--- config.mk ---
export PLATFORM = sky130hd
export DESIGN_NAME = gat_stage_sequencer
export DESIGN_NICKNAME = d
export VERILOG_FILES = /design/src/rtl/gat_ctrl_pkg.sv /design/src/rtl/gat_sat_counter.sv /design/src/rtl/gat_stage_sequencer.sv
export SDC_FILE = /design/constraint.sdc
export NUM_CORES = 1
export LEC_CHECK = 0
export BUFFER_PORTS_ARGS = -buffer_cell sky130_fd_sc_hd__buf_2
export CAP_MARGIN = 0
export CORE_UTILIZATION = 54
export DETAILED_ROUTE_END_ITERATION = 12
export GPL_ROUTABILITY_DRIVEN = 0
export GPL_TIMING_DRIVEN = 0
export MAX_ROUTING_LAYER = met4
export PLACE_DENSITY = 0.86
export SLEW_MARGIN = 25
export SYNTH_ARGS = -nofsm -noshare
export SYNTH_HDL_FRONTEND = slang
export SYNTH_SLANG_ARGS = --single-unit
--- constraint.sdc ---
create_clock -name clk -period 5.4 [get_ports clk]
set_input_delay 0.81 -clock clk [delete_from_list [all_inputs] [get_ports clk]]
set_output_delay 0.81 -clock clk [all_outputs]
set_load 0.02 [all_outputs]
--- src/rtl/gat_ctrl_pkg.sv ---
// Shared definitions for the GAT stage sequencer.
// Contains the state codes, which are also the stage_o encoding, and the watchdog width.
package gat_ctrl_pkg;

    localparam int WD_W    = 24;
    localparam int N_STAGE = 4;

    localparam logic [2:0] STAGE_IDLE = 3'd0;
    localparam logic [2:0] STAGE_SPMM = 3'd1;
    localparam logic [2:0] STAGE_DMVM = 3'd2;
    localparam logic [2:0] STAGE_SM   = 3'd3;
    localparam logic [2:0] STAGE_AGGR = 3'd4;
    localparam logic [2:0] STAGE_DONE = 3'd5;
    localparam logic [2:0] STAGE_ERR  = 3'd6;

    typedef enum logic [2:0] {
        ST_IDLE = STAGE_IDLE,
        ST_SPMM = STAGE_SPMM,
        ST_DMVM = STAGE_DMVM,
        ST_SM   = STAGE_SM,
        ST_AGGR = STAGE_AGGR,
        ST_DONE = STAGE_DONE,
        ST_ERR  = STAGE_ERR
    } state_t;

endpackage

--- src/rtl/gat_sat_counter.sv ---
// Saturating up-counter with synchronous clear (clear has priority over enable).
module gat_sat_counter #(
    parameter int W = 32
) (
    input  logic         clk,
    input  logic         rst_n,
    input  logic         clr,
    input  logic         en,
    output logic [W-1:0] count
);

    logic [W-1:0] count_reg;

    always_ff @(posedge clk or negedge rst_n) begin
        if (!rst_n) begin
            count_reg <= '0;
        end else if (clr) begin
            count_reg <= '0;
        end else if (en && (count_reg != {W{1'b1}})) begin
            count_reg <= count_reg + W'(1);
        end
    end

    assign count = count_reg;

endmodule

--- src/rtl/gat_stage_sequencer.sv ---
// Sequences SPMM -> DMVM -> SM -> AGGR per GAT layer with a per-stage watchdog.
// Define GAT_PERF_CNT_EN to enable the per-stage cycle counters (otherwise *_cyc_o read 0).
import gat_ctrl_pkg::*;

module gat_stage_sequencer #(
    parameter int N_LAYER = 2,
    parameter int TIMEOUT = 1048576
) (
    input  logic        clk,
    input  logic        rst_n,
    input  logic        start_i,
    input  logic        abort_i,
    output logic        spmm_en_o,
    output logic        dmvm_en_o,
    output logic        sm_en_o,
    output logic        aggr_en_o,
    input  logic        spmm_rdy_i,
    input  logic        dmvm_rdy_i,
    input  logic        sm_rdy_i,
    input  logic        aggr_rdy_i,
    input  logic        spmm_vld_i,
    input  logic        dmvm_vld_i,
    input  logic        sm_vld_i,
    input  logic        aggr_vld_i,
    output logic        busy_o,
    output logic        done_o,
    output logic        err_o,
    output logic [2:0]  stage_o,
    output logic [1:0]  layer_o,
    output logic [31:0] spmm_cyc_o,
    output logic [31:0] dmvm_cyc_o,
    output logic [31:0] sm_cyc_o,
    output logic [31:0] aggr_cyc_o
);

    localparam logic [WD_W-1:0] WD_LIMIT   = WD_W'(TIMEOUT);
    localparam logic [1:0]      LAST_LAYER = 2'(N_LAYER - 1);

    state_t            state_reg, state_next;
    logic              wait_reg, wait_next;
    logic [1:0]        layer_reg, layer_next;
    logic [WD_W-1:0]   wd_reg, wd_next, wd_inc;
    logic [N_STAGE-1:0] en_reg, en_next;
    logic              busy_reg, busy_next;
    logic              done_reg, done_next;
    logic              err_reg, err_next;
    logic              cur_rdy, cur_vld;

    always_comb begin
        cur_rdy = 1'b0;
        cur_vld = 1'b0;
        case (state_reg)
            ST_SPMM: begin cur_rdy = spmm_rdy_i; cur_vld = spmm_vld_i; end
            ST_DMVM: begin cur_rdy = dmvm_rdy_i; cur_vld = dmvm_vld_i; end
            ST_SM:   begin cur_rdy = sm_rdy_i;   cur_vld = sm_vld_i;   end
            ST_AGGR: begin cur_rdy = aggr_rdy_i; cur_vld = aggr_vld_i; end
            default: ;
        endcase
    end

    always_comb begin
        state_next = state_reg;
        wait_next  = wait_reg;
        layer_next = layer_reg;
        wd_next    = wd_reg;
        wd_inc     = wd_reg + WD_W'(1);

        case (state_reg)
            ST_IDLE: begin
                if (start_i) begin
                    state_next = ST_SPMM;
                    wait_next  = 1'b0;
                    layer_next = 2'd0;
                    wd_next    = '0;
                end
            end
            ST_SPMM, ST_DMVM, ST_SM, ST_AGGR: begin
                wd_next = wd_inc;
                // Watchdog expiry outranks a completion arriving in the same cycle.
                if (wd_inc == WD_LIMIT) begin
                    state_next = ST_ERR;
                end else if (!wait_reg) begin
                    if (cur_rdy) wait_next = 1'b1;
                end else if (cur_vld) begin
                    wait_next = 1'b0;
                    wd_next   = '0;
                    case (state_reg)
                        ST_SPMM: state_next = ST_DMVM;
                        ST_DMVM: state_next = ST_SM;
                        ST_SM:   state_next = ST_AGGR;
                        default: begin
                            if (layer_reg == LAST_LAYER) begin
                                state_next = ST_DONE;
                            end else begin
                                state_next = ST_SPMM;
                                layer_next = layer_reg + 2'd1;
                            end
                        end
                    endcase
                end
            end
            ST_DONE: state_next = ST_IDLE;
            ST_ERR:  ;
            default: state_next = ST_IDLE;
        endcase

        if (abort_i) begin
            state_next = ST_IDLE;
            wait_next  = 1'b0;
        end

        en_next = '0;
        if (!wait_next) begin
            case (state_next)
                ST_SPMM: en_next[0] = 1'b1;
                ST_DMVM: en_next[1] = 1'b1;
                ST_SM:   en_next[2] = 1'b1;
                ST_AGGR: en_next[3] = 1'b1;
                default: ;
            endcase
        end
        busy_next = (state_next != ST_IDLE) && (state_next != ST_ERR);
        done_next = (state_next == ST_DONE);
        err_next  = (state_next == ST_ERR);
    end

    always_ff @(posedge clk or negedge rst_n) begin
        if (!rst_n) begin
            state_reg <= ST_IDLE;
            wait_reg  <= 1'b0;
            layer_reg <= 2'd0;
            wd_reg    <= '0;
            en_reg    <= '0;
            busy_reg  <= 1'b0;
            done_reg  <= 1'b0;
            err_reg   <= 1'b0;
        end else begin
            state_reg <= state_next;
            wait_reg  <= wait_next;
            layer_reg <= layer_next;
            wd_reg    <= wd_next;
            en_reg    <= en_next;
            busy_reg  <= busy_next;
            done_reg  <= done_next;
            err_reg   <= err_next;
        end
    end

    assign spmm_en_o = en_reg[0];
    assign dmvm_en_o = en_reg[1];
    assign sm_en_o   = en_reg[2];
    assign aggr_en_o = en_reg[3];
    assign busy_o    = busy_reg;
    assign done_o    = done_reg;
    assign err_o     = err_reg;
    assign stage_o   = state_reg;
    assign layer_o   = layer_reg;

`ifdef GAT_PERF_CNT_EN
    logic        cnt_clr;
    logic [31:0] cyc [N_STAGE];

    assign cnt_clr = (state_reg == ST_IDLE) && start_i && !abort_i;

    generate
        for (genvar gi = 0; gi < N_STAGE; gi++) begin : g_cyc
            gat_sat_counter #(.W(32)) u_cnt (
                .clk   (clk),
                .rst_n (rst_n),
                .clr   (cnt_clr),
                .en    (state_reg == state_t'(gi + 1)),
                .count (cyc[gi])
            );
        end
    endgenerate

    assign spmm_cyc_o = cyc[0];
    assign dmvm_cyc_o = cyc[1];
    assign sm_cyc_o   = cyc[2];
    assign aggr_cyc_o = cyc[3];
`else
    assign spmm_cyc_o = 32'd0;
    assign dmvm_cyc_o = 32'd0;
    assign sm_cyc_o   = 32'd0;
    assign aggr_cyc_o = 32'd0;
`endif

endmodule

==> results.ini, run 1 <==
[run_status]
status=finished, final reports clean

[setup_path]
crit_fanout=9
critical_path_buf_inv_count=0
setup.worst_path.class=reg -> reg
crit_path_end_kind=flop
reg2reg_depth=9
startpoint_type=flop
cp_cell_sequence=ha_1 -> nand3_1 -> nor4_2 -> and3_1 -> and4b_2 -> o21ai_1 -> o21ai_2 -> nand2_1 -> o32ai_1
worstReg2RegStart=wd_reg[0]$_DFFE_PN0P_
ff2ff_setup_slack_ns=1.99
slowest_stage=dfrtp_1
cpPeakStageDelay_ns=0.53
r2r_end=wd_reg[6]$_DFFE_PN0P_
required_ns=5.60
worst_path_dominant_cell_family=simple AND/OR/NAND/NOR gates
cp.arrival_ns=3.61

[grt]
grt_max_degree=38
grt_pass1_vias=3157
antenna_found_initial=0
overflow=0
track_usage_pct=25.65
grt_pass1_wl_um=14680

[logic_synthesis]
netlist_area_um2=3837
yosysSeqAreaShare_pct=24.13
synth_edf_count=0
synth_cells=460
syn_area_per_cell_um2=8.342
synth-main-ff-cell=dfrtp_1
synth-seq-cells=37
yosysWarningCount=0
synth.distinct_cells=74
async_flop_share_pct=100.0

[placement]
post-dp-hpwl_um=6792
buffer_ports.inserted=23
numPlacedInstances=706
post_dp_cell_area_um2=4549
post-place-ws_ns=2.163

[route]
drt_drc_violations_left=0
wl_per_cell_um=12.69
routed_via_density=5.067
drtPass1Iterations=5
vias=3618
first_iter_violations=377
detail-route-antenna-nets=0
drt_wl_total_um=9064

[timing]
fmax_mhz=293.5
relSlewSlack_pct=44.58
fin_setup_tns_ns=0
worst_slack_ns=1.993
rsz0062_at_grt=no
post-route-period-util_pct=63.10
post-route-min-period_ns=3.407
setup-violations-final=0
drv_slew=0
hold_slack_ns=0.5420
report.final.hold_viol_count=0
worstMarginPinSlew_ns=0.8313
finClkSkew_ns=0.008302

[worst_hold_path]
hold_end=wd_reg[19]$_DFFE_PN0P_
worstHoldStart=wd_reg[19]$_DFFE_PN0P_
holdPathStages=1
hold_path_class=reg -> reg

[pwr]
power_density_nw_per_um2=170.4
p_leak_nw=2.459
p_comb_share_pct=35.7
power_mw=0.7905
switching_share_pct=38.04
seq_power_share_pct=38.3
p_sw_mw=0.3007
ir_drop_uv=128.2
intPower_mw=0.4898
p_clk_share_pct=26.1

[clock_network]
numCtsBuffers=5
cts_tree=built
post_cts_buffers=0
post_cts_resized=0
clockRootBuffer=clkbuf_8
ctsHoldBuffers=0
worstSkewPairLatency_ns=0.31
clk_path_buf_depth=2
htreeDepth=2
clk_pin_slew_ns=0.08
clock-sinks=37

[cells_and_area]
layout_common_cells=132 x buf_4, 128 x conb_1, 38 x a31oi_1
largest_register_ffs=24
final_core_util_pct=67.91
final_cells=714
design_area_um2=4639
nNetsFinal=631
drive_gt1_share_pct=32.85
areaGrowthSynthToFinish_pct=20.90
n_antenna_cell=0
final_common_cell=buf_4

[flow_run]
maxCapViolations=0

[floorplanning]
die_area_um2=7448
die_h_um=86.30
start_util_pct=56.17
rows=30
die_w_um=86.30
core_area_um2=6832
pin_count=152

-- area by class of cell --
cell class                      count  area [um^2]
Multi-Input combinational cell    387         2215
Fill cell                         575         2192
Buffer                            152         1132
Sequential cell                    37        925.9
Tap cell                           96        120.1
Timing Repair Buffer               23        115.1
Clock buffer                        5        68.82
Inverter                           11        41.29
Clock inverter                      3        21.27
-- power by group through the flow --
stage / sequential (mW) / combinational, mW / clock [mW]
after CTS: 0.302 / 0.273 / 0.210
after floorplan: 0.309 / 0.235 / 0
after global placement: 0.307 / 0.270 / 0
after detailed placement: 0.308 / 0.273 / 0
after global routing: 0.305 / 0.303 / 0.223
final: 0.302 / 0.282 / 0.206
-- synth_stat cells (2+ instances only) --
cell | number | area, um^2
a211oi_1 | 4 | 30.03
a21oi_1 | 6 | 30.03
a31oi_1 | 38 | 237.7
a41o_2 | 2 | 22.52
a41oi_1 | 6 | 52.55
and2_1 | 4 | 25.02
and3_1 | 8 | 50.05
and4_1 | 3 | 26.28
buf_2 | 5 | 25.02
buf_4 | 132 | 991.0
buf_6 | 4 | 45.04
clkbuf_1 | 8 | 30.03
clkbuf_8 | 3 | 41.29
dfrtp_1 | 37 | 925.9
ha_1 | 2 | 25.02
inv_1 | 10 | 37.54
mux2i_1 | 3 | 30.03
nand2_1 | 24 | 90.09
nand2_4 | 2 | 22.52
nand2b_1 | 5 | 31.28
nand3_1 | 19 | 95.09
nand3b_1 | 10 | 75.07
nand4_1 | 8 | 50.05
nand4_4 | 2 | 42.54
nand4b_1 | 2 | 17.52
nor2_1 | 19 | 71.32
nor2b_1 | 2 | 12.51
nor3_1 | 10 | 50.05
nor4_1 | 10 | 62.56
nor4_2 | 2 | 25.02
nor4b_1 | 2 | 17.52
o211ai_1 | 2 | 15.01
o21a_1 | 5 | 37.54
o21ai_0 | 12 | 60.06
o21ai_1 | 4 | 20.02
o22ai_1 | 2 | 12.51
o31ai_1 | 2 | 15.01
or2_2 | 3 | 18.77
or3_1 | 2 | 12.51
xnor2_1 | 2 | 17.52
-- metal layers --
| metal | wire length [um] | global-route usage, % |
|---|---|---|
| met5 | 0 | - |
| met3 | 808 | 4.857 |
| met4 | 216 | 11.82 |
| met1 | 3605 | 32.09 |
| met2 | 4434 | 40.26 |
-- logic make-up after synthesis --
| logic type | after synthesis | synth area share, % |
|---|---|---|
| XOR/XNOR | 3 | 0.6848 |
| multiplexers | 5 | 1.369 |
| buffers and inverters | 163 | 30.58 |
| AO/OA/AOI/OAI | 101 | 18.55 |
| other | 1 | 0.09772 |
| flip-flops | 37 | 24.13 |
| adder cells (fa/ha/maj) | 2 | 0.6520 |
| AND/OR/NAND/NOR | 148 | 23.93 |
-- worst max path at each step --
stage,depth (start not counted),end,startpoint
finish,9,wd_reg[6]$_DFFE_PN0P_,wd_reg[0]$_DFFE_PN0P_
global route,10,wd_reg[6]$_DFFE_PN0P_,wd_reg[0]$_DFFE_PN0P_
CTS,10,wd_reg[6]$_DFFE_PN0P_,wd_reg[0]$_DFFE_PN0P_
detailed placement,10,wd_reg[6]$_DFFE_PN0P_,wd_reg[0]$_DFFE_PN0P_
global placement,11,wd_reg[18]$_DFFE_PN0P_,wd_reg[0]$_DFFE_PN0P_
floorplan,11,wd_reg[21]$_DFFE_PN0P_,wd_reg[0]$_DFFE_PN0P_
-- worst reg2reg max path, cell delays in order (launching register included) --
cell     delay [ns]
dfrtp_1        0.53
ha_1           0.29
nand3_1        0.30
nor4_2         0.46
and3_1         0.30
and4b_2        0.29
o21ai_1        0.13
o21ai_2        0.38
nand2_1        0.28
o32ai_1        0.36
No activity file was read; power rests on OpenSTA's default activity.
==> run 2, diff against run 1 <==
CORE_UTILIZATION = 50   (was 54)
PLACE_DENSITY = 0.8   (was 0.86)
clock period = 3.4 ns   (was 5.4 ns; I/O delays follow)
==> run 2 against run 1 <==
  * Cell count is 0.56% higher
  * Register-to-register slack worse by 1.8 ns
  * Via count is 1.5% higher
  * Sequential power is 60% higher
  * Clock skew is 0.0048 ns lower
  * Utilization is 3.9 points lower
  * Fmax is 7.6% higher
  * Largest power group unchanged
  * Sequential share of layout area is 0.19 points lower
==> results.ini, run 2 (synthesis results as in run 1) <==
[route]
detail-route-antenna-nets=0  ; unchanged
routed_via_density=5.116  ; was 5.067
drt_drc_violations_left=0  ; unchanged
drt_wl_total_um=9278  ; was 9064 um
drtPass1Iterations=7  ; was 5
vias=3673  ; was 3618
first_iter_violations=375  ; was 377
wl_per_cell_um=12.92  ; was 12.69 um

[setup_path]
reg2reg_depth=11  ; was 9
setup.worst_path.class=reg -> reg  ; unchanged
worst_path_dominant_cell_family=compound AO/OA/AOI/OAI gates  ; was simple AND/OR/NAND/NOR gates
cp_cell_sequence=ha_1 -> and3_1 -> buf_2 -> a311oi_1 -> a211oi_1 -> nor4_2 -> nand4_1 -> buf_4 -> o21ai_4 -> nand2_1 -> o32ai_1  ; was ha_1 -> nand3_1 -> nor4_2 -> and3_1 -> and4b_2 -> o21ai_1 -> o21ai_2 -> nand2_1 -> o32ai_1
crit_path_end_kind=flop  ; unchanged
startpoint_type=flop  ; unchanged
crit_fanout=9  ; unchanged
required_ns=3.60  ; was 5.60 ns
cpPeakStageDelay_ns=0.48  ; was 0.53 ns
ff2ff_setup_slack_ns=0.23  ; was 1.99 ns
critical_path_buf_inv_count=2  ; was 0
worstReg2RegStart=wd_reg[0]$_DFFE_PN0P_  ; unchanged
cp.arrival_ns=3.37  ; was 3.61 ns
r2r_end=wd_reg[6]$_DFFE_PN0P_  ; unchanged
slowest_stage=dfrtp_2  ; was dfrtp_1

[pwr]
p_leak_nw=2.481  ; was 2.459 nW
power_density_nw_per_um2=269.9  ; was 170.4 nW/um^2
power_mw=1.267  ; was 0.7905 mW
ir_drop_uv=176.8  ; was 128.2 uV

[placement]
buffer_ports.inserted=23  ; unchanged
numPlacedInstances=709  ; was 706
post-place-ws_ns=0.1027  ; was 2.163 ns
post-dp-hpwl_um=6898  ; was 6792 um

[floorplanning]
pin_count=152  ; unchanged
start_util_pct=52.35  ; was 56.17%
die_w_um=89.61  ; was 86.30 um
core_area_um2=7331  ; was 6832 um^2
die_area_um2=8029  ; was 7448 um^2
rows=31  ; was 30
die_h_um=89.61  ; was 86.30 um

[clock_network]
cts_tree=built  ; unchanged
clockRootBuffer=clkbuf_8  ; unchanged
numCtsBuffers=5  ; unchanged
worstSkewPairLatency_ns=0.30  ; was 0.31 ns
clk_path_buf_depth=2  ; unchanged
clock-sinks=37  ; unchanged
ctsHoldBuffers=0  ; unchanged
htreeDepth=2  ; unchanged
clk_pin_slew_ns=0.08  ; about the same

[timing]
worstMarginPinSlew_ns=0.8484  ; was 0.8313 ns
drv_slew=0  ; unchanged
post-route-min-period_ns=3.168  ; was 3.407 ns
post-route-period-util_pct=93.17  ; was 63.10%
setup-violations-final=0  ; unchanged
hold_slack_ns=0.3090  ; was 0.5420 ns
fmax_mhz=315.7  ; was 293.5 MHz
worst_slack_ns=0.2322  ; was 1.993 ns
report.final.hold_viol_count=0  ; unchanged
finClkSkew_ns=0.003526  ; was 0.008302 ns
relSlewSlack_pct=43.44  ; was 44.58%
rsz0062_at_grt=no  ; unchanged
fin_setup_tns_ns=0  ; unchanged

[cells_and_area]
largest_register_ffs=24  ; unchanged
final_cells=718  ; was 714
fill_cells=618  ; was 575
layout_common_cells=133 x buf_4, 128 x conb_1, 38 x a31oi_1  ; was 132 x buf_4, 128 x conb_1, 38 x a31oi_1
nNetsFinal=632  ; was 631
areaGrowthSynthToFinish_pct=22.37  ; was 20.90%
drive_gt1_share_pct=34.09  ; was 32.85%
n_antenna_cell=0  ; unchanged
final_common_cell=buf_4  ; unchanged

[grt]
grt_max_degree=38  ; unchanged
antenna_found_initial=0  ; unchanged
grt_pass1_wl_um=14630  ; was 14680 um
grt_pass1_vias=3210  ; was 3157
track_usage_pct=24.27  ; was 25.65%
overflow=0  ; unchanged

[run_status]
status=finished, final reports clean  ; unchanged

[worst_hold_path]
hold_path_class=in -> async  ; was reg -> reg

[flow_run]
maxCapViolations=0  ; unchanged

## run 2: changes by cell type in the layout (fill, tap and decap cells not counted), sizes merged
cell | before | now
buf | 164 | 165
clkinv | 1 | 0
inv | 12 | 13
## run 2: layout make-up
type / count / area, um^2 / share of cell area, %
Multi-Input combinational cell: 387 / 2253 / 47.99
Clock buffer: 5 / 68.82 / 1.465
Clock inverter: 3 / 25.02 / 0.5329
Timing Repair Buffer: 24 / 122.6 / 2.611
Sequential cell: 37 / 928.4 / 19.77
Buffer: 152 / 1132 / 24.11
Tap cell: 99 / 123.9 / 2.638
Inverter: 11 / 41.29 / 0.8793
## run 2: timing repair
item                       in CTS  in global routing
hold endpoints to repair        0                  0
buffers inserted                0                  1
setup endpoints to repair       0                 30
resized for setup               0                 10
## run 2: where the power goes
group          total (mW)  leakage, nW  switching, mW  internal [mW]
logic               0.451         1.93          0.278          0.174
registers           0.482        0.509         0.0220          0.460
clock network       0.334       0.0452          0.184          0.149
total                1.27         2.48          0.484          0.784
## run 2: layer usage
metal  routed length, um  part of all wire [%]  global-route usage (%)
met2                4556                    49                   39.12
met5                   0                     0                       -
met4                 269                   2.9                   11.69
met1                3701                    40                   29.57
met3                 751                   8.1                   4.022
## run 2: worst max-delay path by stage
| stage | end | cells after the start | from | slack [ns] |
|---|---|---|---|---|
| after floorplan | wd_reg[21]$_DFFE_PN0P_ | 11 | wd_reg[0]$_DFFE_PN0P_ | 0.67 |
| after global placement | wd_reg[6]$_DFFE_PN0P_ | 10 | wd_reg[0]$_DFFE_PN0P_ | 0.20 |
| after detailed placement | wd_reg[6]$_DFFE_PN0P_ | 10 | wd_reg[0]$_DFFE_PN0P_ | 0.10 |
| after CTS | wd_reg[6]$_DFFE_PN0P_ | 10 | wd_reg[0]$_DFFE_PN0P_ | 0.06 |
| after global routing | en_reg[2]$_DFF_PN0_ | 10 | wd_reg[0]$_DFFE_PN0P_ | 0.04 |
| final | wd_reg[6]$_DFFE_PN0P_ | 11 | wd_reg[0]$_DFFE_PN0P_ | 0.23 |
## run 2: worst reg2reg max path, cell delays in order (launching register included)
cell	delay (ns)
dfrtp_2	0.48
ha_1	0.28
and3_1	0.20
buf_2	0.19
a311oi_1	0.28
a211oi_1	0.12
nor4_2	0.32
nand4_1	0.13
buf_4	0.19
o21ai_4	0.28
nand2_1	0.25
o32ai_1	0.34
## run 2: per-stage QoR
stage	utilization (%)	instance area, um^2
floorplan	-	4314
global placement	62.11	4553
detailed placement	62.11	4553
CTS	63.39	4647
global route	64.06	4696
finish	64.06	4696
==> run 3, diff against run 2 <==
CORE_UTILIZATION = 54   (was 50)
MAX_ROUTING_LAYER = unset   (was met4)
PLACE_DENSITY = 0.86   (was 0.8)
RECOVER_POWER = 100   (was unset)
clock period = 4.1 ns   (was 3.4 ns; I/O delays follow)
==> run 3 against run 2 <==
  * Largest cell class unchanged
  * Die area fell by 7.2%
  * Critical path depth down 2
  * Clock power is 18% lower
  * Sequential share of layout area increased by 0.36 points
  * Highest routed layer unchanged
  * Cell area down 2.1%
  * The run now ends with max-capacitance violations, max-slew violations left
  * Sequential power down 17%
  * Flip-flop and latch count did not move
  * Clock skew grew 0.0056 ns
  * Utilization increased by 3.3 points
  * Wire length shrank 2.8%
  * Combinational power is 18% lower
==> results.ini, run 3 (synthesis results as in run 1) <==
[run_status]
status=finished, violations left  ; was finished, final reports clean
violations=max-capacitance violations, max-slew violations

[floorplanning]
die_h_um=86.30  ; was 89.61 um
die_w_um=86.30  ; was 89.61 um
core_area_um2=6832  ; was 7331 um^2
start_util_pct=56.17  ; was 52.35%
rows=30  ; was 31
pin_count=152  ; unchanged
die_area_um2=7448  ; was 8029 um^2

[pwr]
p_leak_nw=2.403  ; was 2.481 nW
power_mw=1.040  ; was 1.267 mW
power_density_nw_per_um2=226.1  ; was 269.9 nW/um^2
ir_drop_uv=170.4  ; was 176.8 uV

[grt]
use_met2_pct=40.26  ; was 39.12%
grt_max_degree=38  ; unchanged
track_usage_pct=24.88  ; was 24.27%
overflow=0  ; unchanged
use_met3_pct=4.952  ; was 4.022%
grt_pass1_wl_um=14660  ; was 14630 um
gr-max-usage-layer=met2  ; unchanged
antenna_found_initial=0  ; unchanged
met1_usage_pct=31.97  ; was 29.57%
grt_pass1_vias=3154  ; was 3210

[setup_path]
r2r_end=wd_reg[6]$_DFFE_PN0P_  ; unchanged
startpoint_type=flop  ; unchanged
crit_top_cell=o32ai_1
setup.worst_path.class=reg -> reg  ; unchanged
cp_cell_sequence=ha_1 -> nand3_1 -> nor4_1 -> nand4_1 -> o32ai_1 -> o21ai_1 -> o21ai_2 -> nand2_1 -> o32ai_1  ; was ha_1 -> and3_1 -> buf_2 -> a311oi_1 -> a211oi_1 -> nor4_2 -> nand4_1 -> buf_4 -> o21ai_4 -> nand2_1 -> o32ai_1
crit_path_end_kind=flop  ; unchanged
ff2ff_setup_slack_ns=0.46  ; was 0.23 ns
worstReg2RegStart=wd_reg[0]$_DFFE_PN0P_  ; unchanged
crit_fanout=9  ; unchanged
required_ns=4.30  ; was 3.60 ns
cp.arrival_ns=3.85  ; was 3.37 ns
reg2reg_depth=9  ; was 11
cpPeakStageDelay_ns=0.64  ; was 0.48 ns
slowest_stage=nor4_1  ; was dfrtp_2

[route]
detail-route-antenna-nets=0  ; unchanged
drt_drc_violations_left=0  ; unchanged
vias=3612  ; was 3673
drtPass1Iterations=6  ; was 7
drt_wl_total_um=9017  ; was 9278 um
first_iter_violations=402  ; was 375
wl_per_cell_um=12.63  ; was 12.92 um
routed_via_density=5.059  ; was 5.116

[worst_hold_path]
worstHoldStart=wd_reg[19]$_DFFE_PN0P_
hold_end=wd_reg[19]$_DFFE_PN0P_
holdPathStages=1
hold_path_class=reg -> reg  ; was in -> async

[clock_network]
numCtsBuffers=5  ; unchanged
clockRootBuffer=clkbuf_8  ; unchanged
worstSkewPairLatency_ns=0.30  ; about the same
clk_path_buf_depth=2  ; unchanged
clock-sinks=37  ; unchanged
clk_pin_slew_ns=0.08  ; about the same
post_cts_buffers=0  ; unchanged
ctsHoldBuffers=0  ; unchanged
cts_tree=built  ; unchanged
htreeDepth=2  ; unchanged
post_cts_resized=0  ; unchanged

[cells_and_area]
layout_common_cells=132 x buf_4, 128 x conb_1, 38 x a31oi_1  ; was 133 x buf_4, 128 x conb_1, 38 x a31oi_1
final_core_util_pct=67.33  ; was 64.06%
fill_cells=585  ; was 618
multi_input_area_um2=2191  ; was 2253 um^2
areaGrowthSynthToFinish_pct=19.86  ; was 22.37%
n_antenna_cell=0  ; unchanged
final_common_cell=buf_4  ; unchanged
nNetsFinal=631  ; was 632
regArea_um2=925.9  ; was 928.4 um^2
largest_register_ffs=24  ; unchanged
drive_gt1_share_pct=29.94  ; was 34.09%

[placement]
buffer_ports.inserted=23  ; unchanged
post-place-ws_ns=0.8628  ; was 0.1027 ns
post-dp-hpwl_um=6792  ; was 6898 um

[timing]
relSlewSlack_pct=-30.57  ; was 43.44%
post-route-period-util_pct=88.84  ; was 93.17%
fin_setup_tns_ns=0  ; unchanged
post-route-min-period_ns=3.642  ; was 3.168 ns
drv_slew=38  ; was 0
finClkSkew_ns=0.009159  ; was 0.003526 ns
worstMarginPinSlew_ns=1.959  ; was 0.8484 ns
rsz0062_at_grt=no  ; unchanged
report.final.hold_viol_count=0  ; unchanged
worst_slack_ns=0.4576  ; was 0.2322 ns
fmax_mhz=274.5  ; was 315.7 MHz
hold_slack_ns=0.5470  ; was 0.3090 ns
setup-violations-final=0  ; unchanged

[flow_run]
maxCapViolations=1  ; was 0

run 3: cell count changes in the layout (fill, tap and decap cells not counted), sizes merged:
cell    before  now
clkbuf      16   29
buf        165  151
inv         13   12
clkinv       0    1
run 3: critical path: cells and delay by family (launching register included):
kind / cells / cell delay (ns)
AOI/OAI and AO/OA: 4 / 1.29
adders and majority gates: 1 / 0.28
DFF: 1 / 0.52
and+or+nand+nor: 4 / 1.44
run 3: how the worst max path moves through the flow:
stage | from | end | slack (ns) | depth (start not counted)
2_1_floorplan | wd_reg[0]$_DFFE_PN0P_ | wd_reg[21]$_DFFE_PN0P_ | 1.37 | 11
3_3_place_gp | wd_reg[0]$_DFFE_PN0P_ | wd_reg[18]$_DFFE_PN0P_ | 0.92 | 11
3_5_place_dp | wd_reg[0]$_DFFE_PN0P_ | wd_reg[6]$_DFFE_PN0P_ | 0.86 | 10
4_1_cts | wd_reg[0]$_DFFE_PN0P_ | wd_reg[6]$_DFFE_PN0P_ | 0.82 | 10
5_1_grt | wd_reg[1]$_DFFE_PN0P_ | wd_reg[6]$_DFFE_PN0P_ | 0.27 | 9
6_report | wd_reg[0]$_DFFE_PN0P_ | wd_reg[6]$_DFFE_PN0P_ | 0.46 | 9
run 3: final cells by class:
cell class	instances	area share (%)
buffer	152	24.62
clock buffer	5	1.496
clock inverter	3	0.4625
inverter	11	0.8977
multi-input combinational	387	47.63
sequential	37	20.13
tap	96	2.612
timing repair buffer	23	2.149
run 3: metal layers:
| layer | routed length, um | vias to the layer above |
|---|---|---|
| met5 | 0 | - |
| li1 | - | 1745 |
| met4 | 221 | 0 |
| met3 | 904 | 24 |
| met2 | 4372 | 237 |
| met1 | 3518 | 1606 |
run 3: where the power goes:
group	switching [mW]	total, mW	leakage [nW]	internal [mW]
Combinational	0.226	0.369	1.85	0.143
Sequential	0.0178	0.398	0.512	0.381
Clock	0.152	0.273	0.0445	0.121
Total	0.396	1.04	2.40	0.644
run 3: metrics by stage:
step           instances  area (um^2)
3_5_place_dp         706         4549
5_1_grt              714         4599
4_1_cts              714         4639
3_3_place_gp         706         4549
2_1_floorplan        587         4314
6_report             714         4599
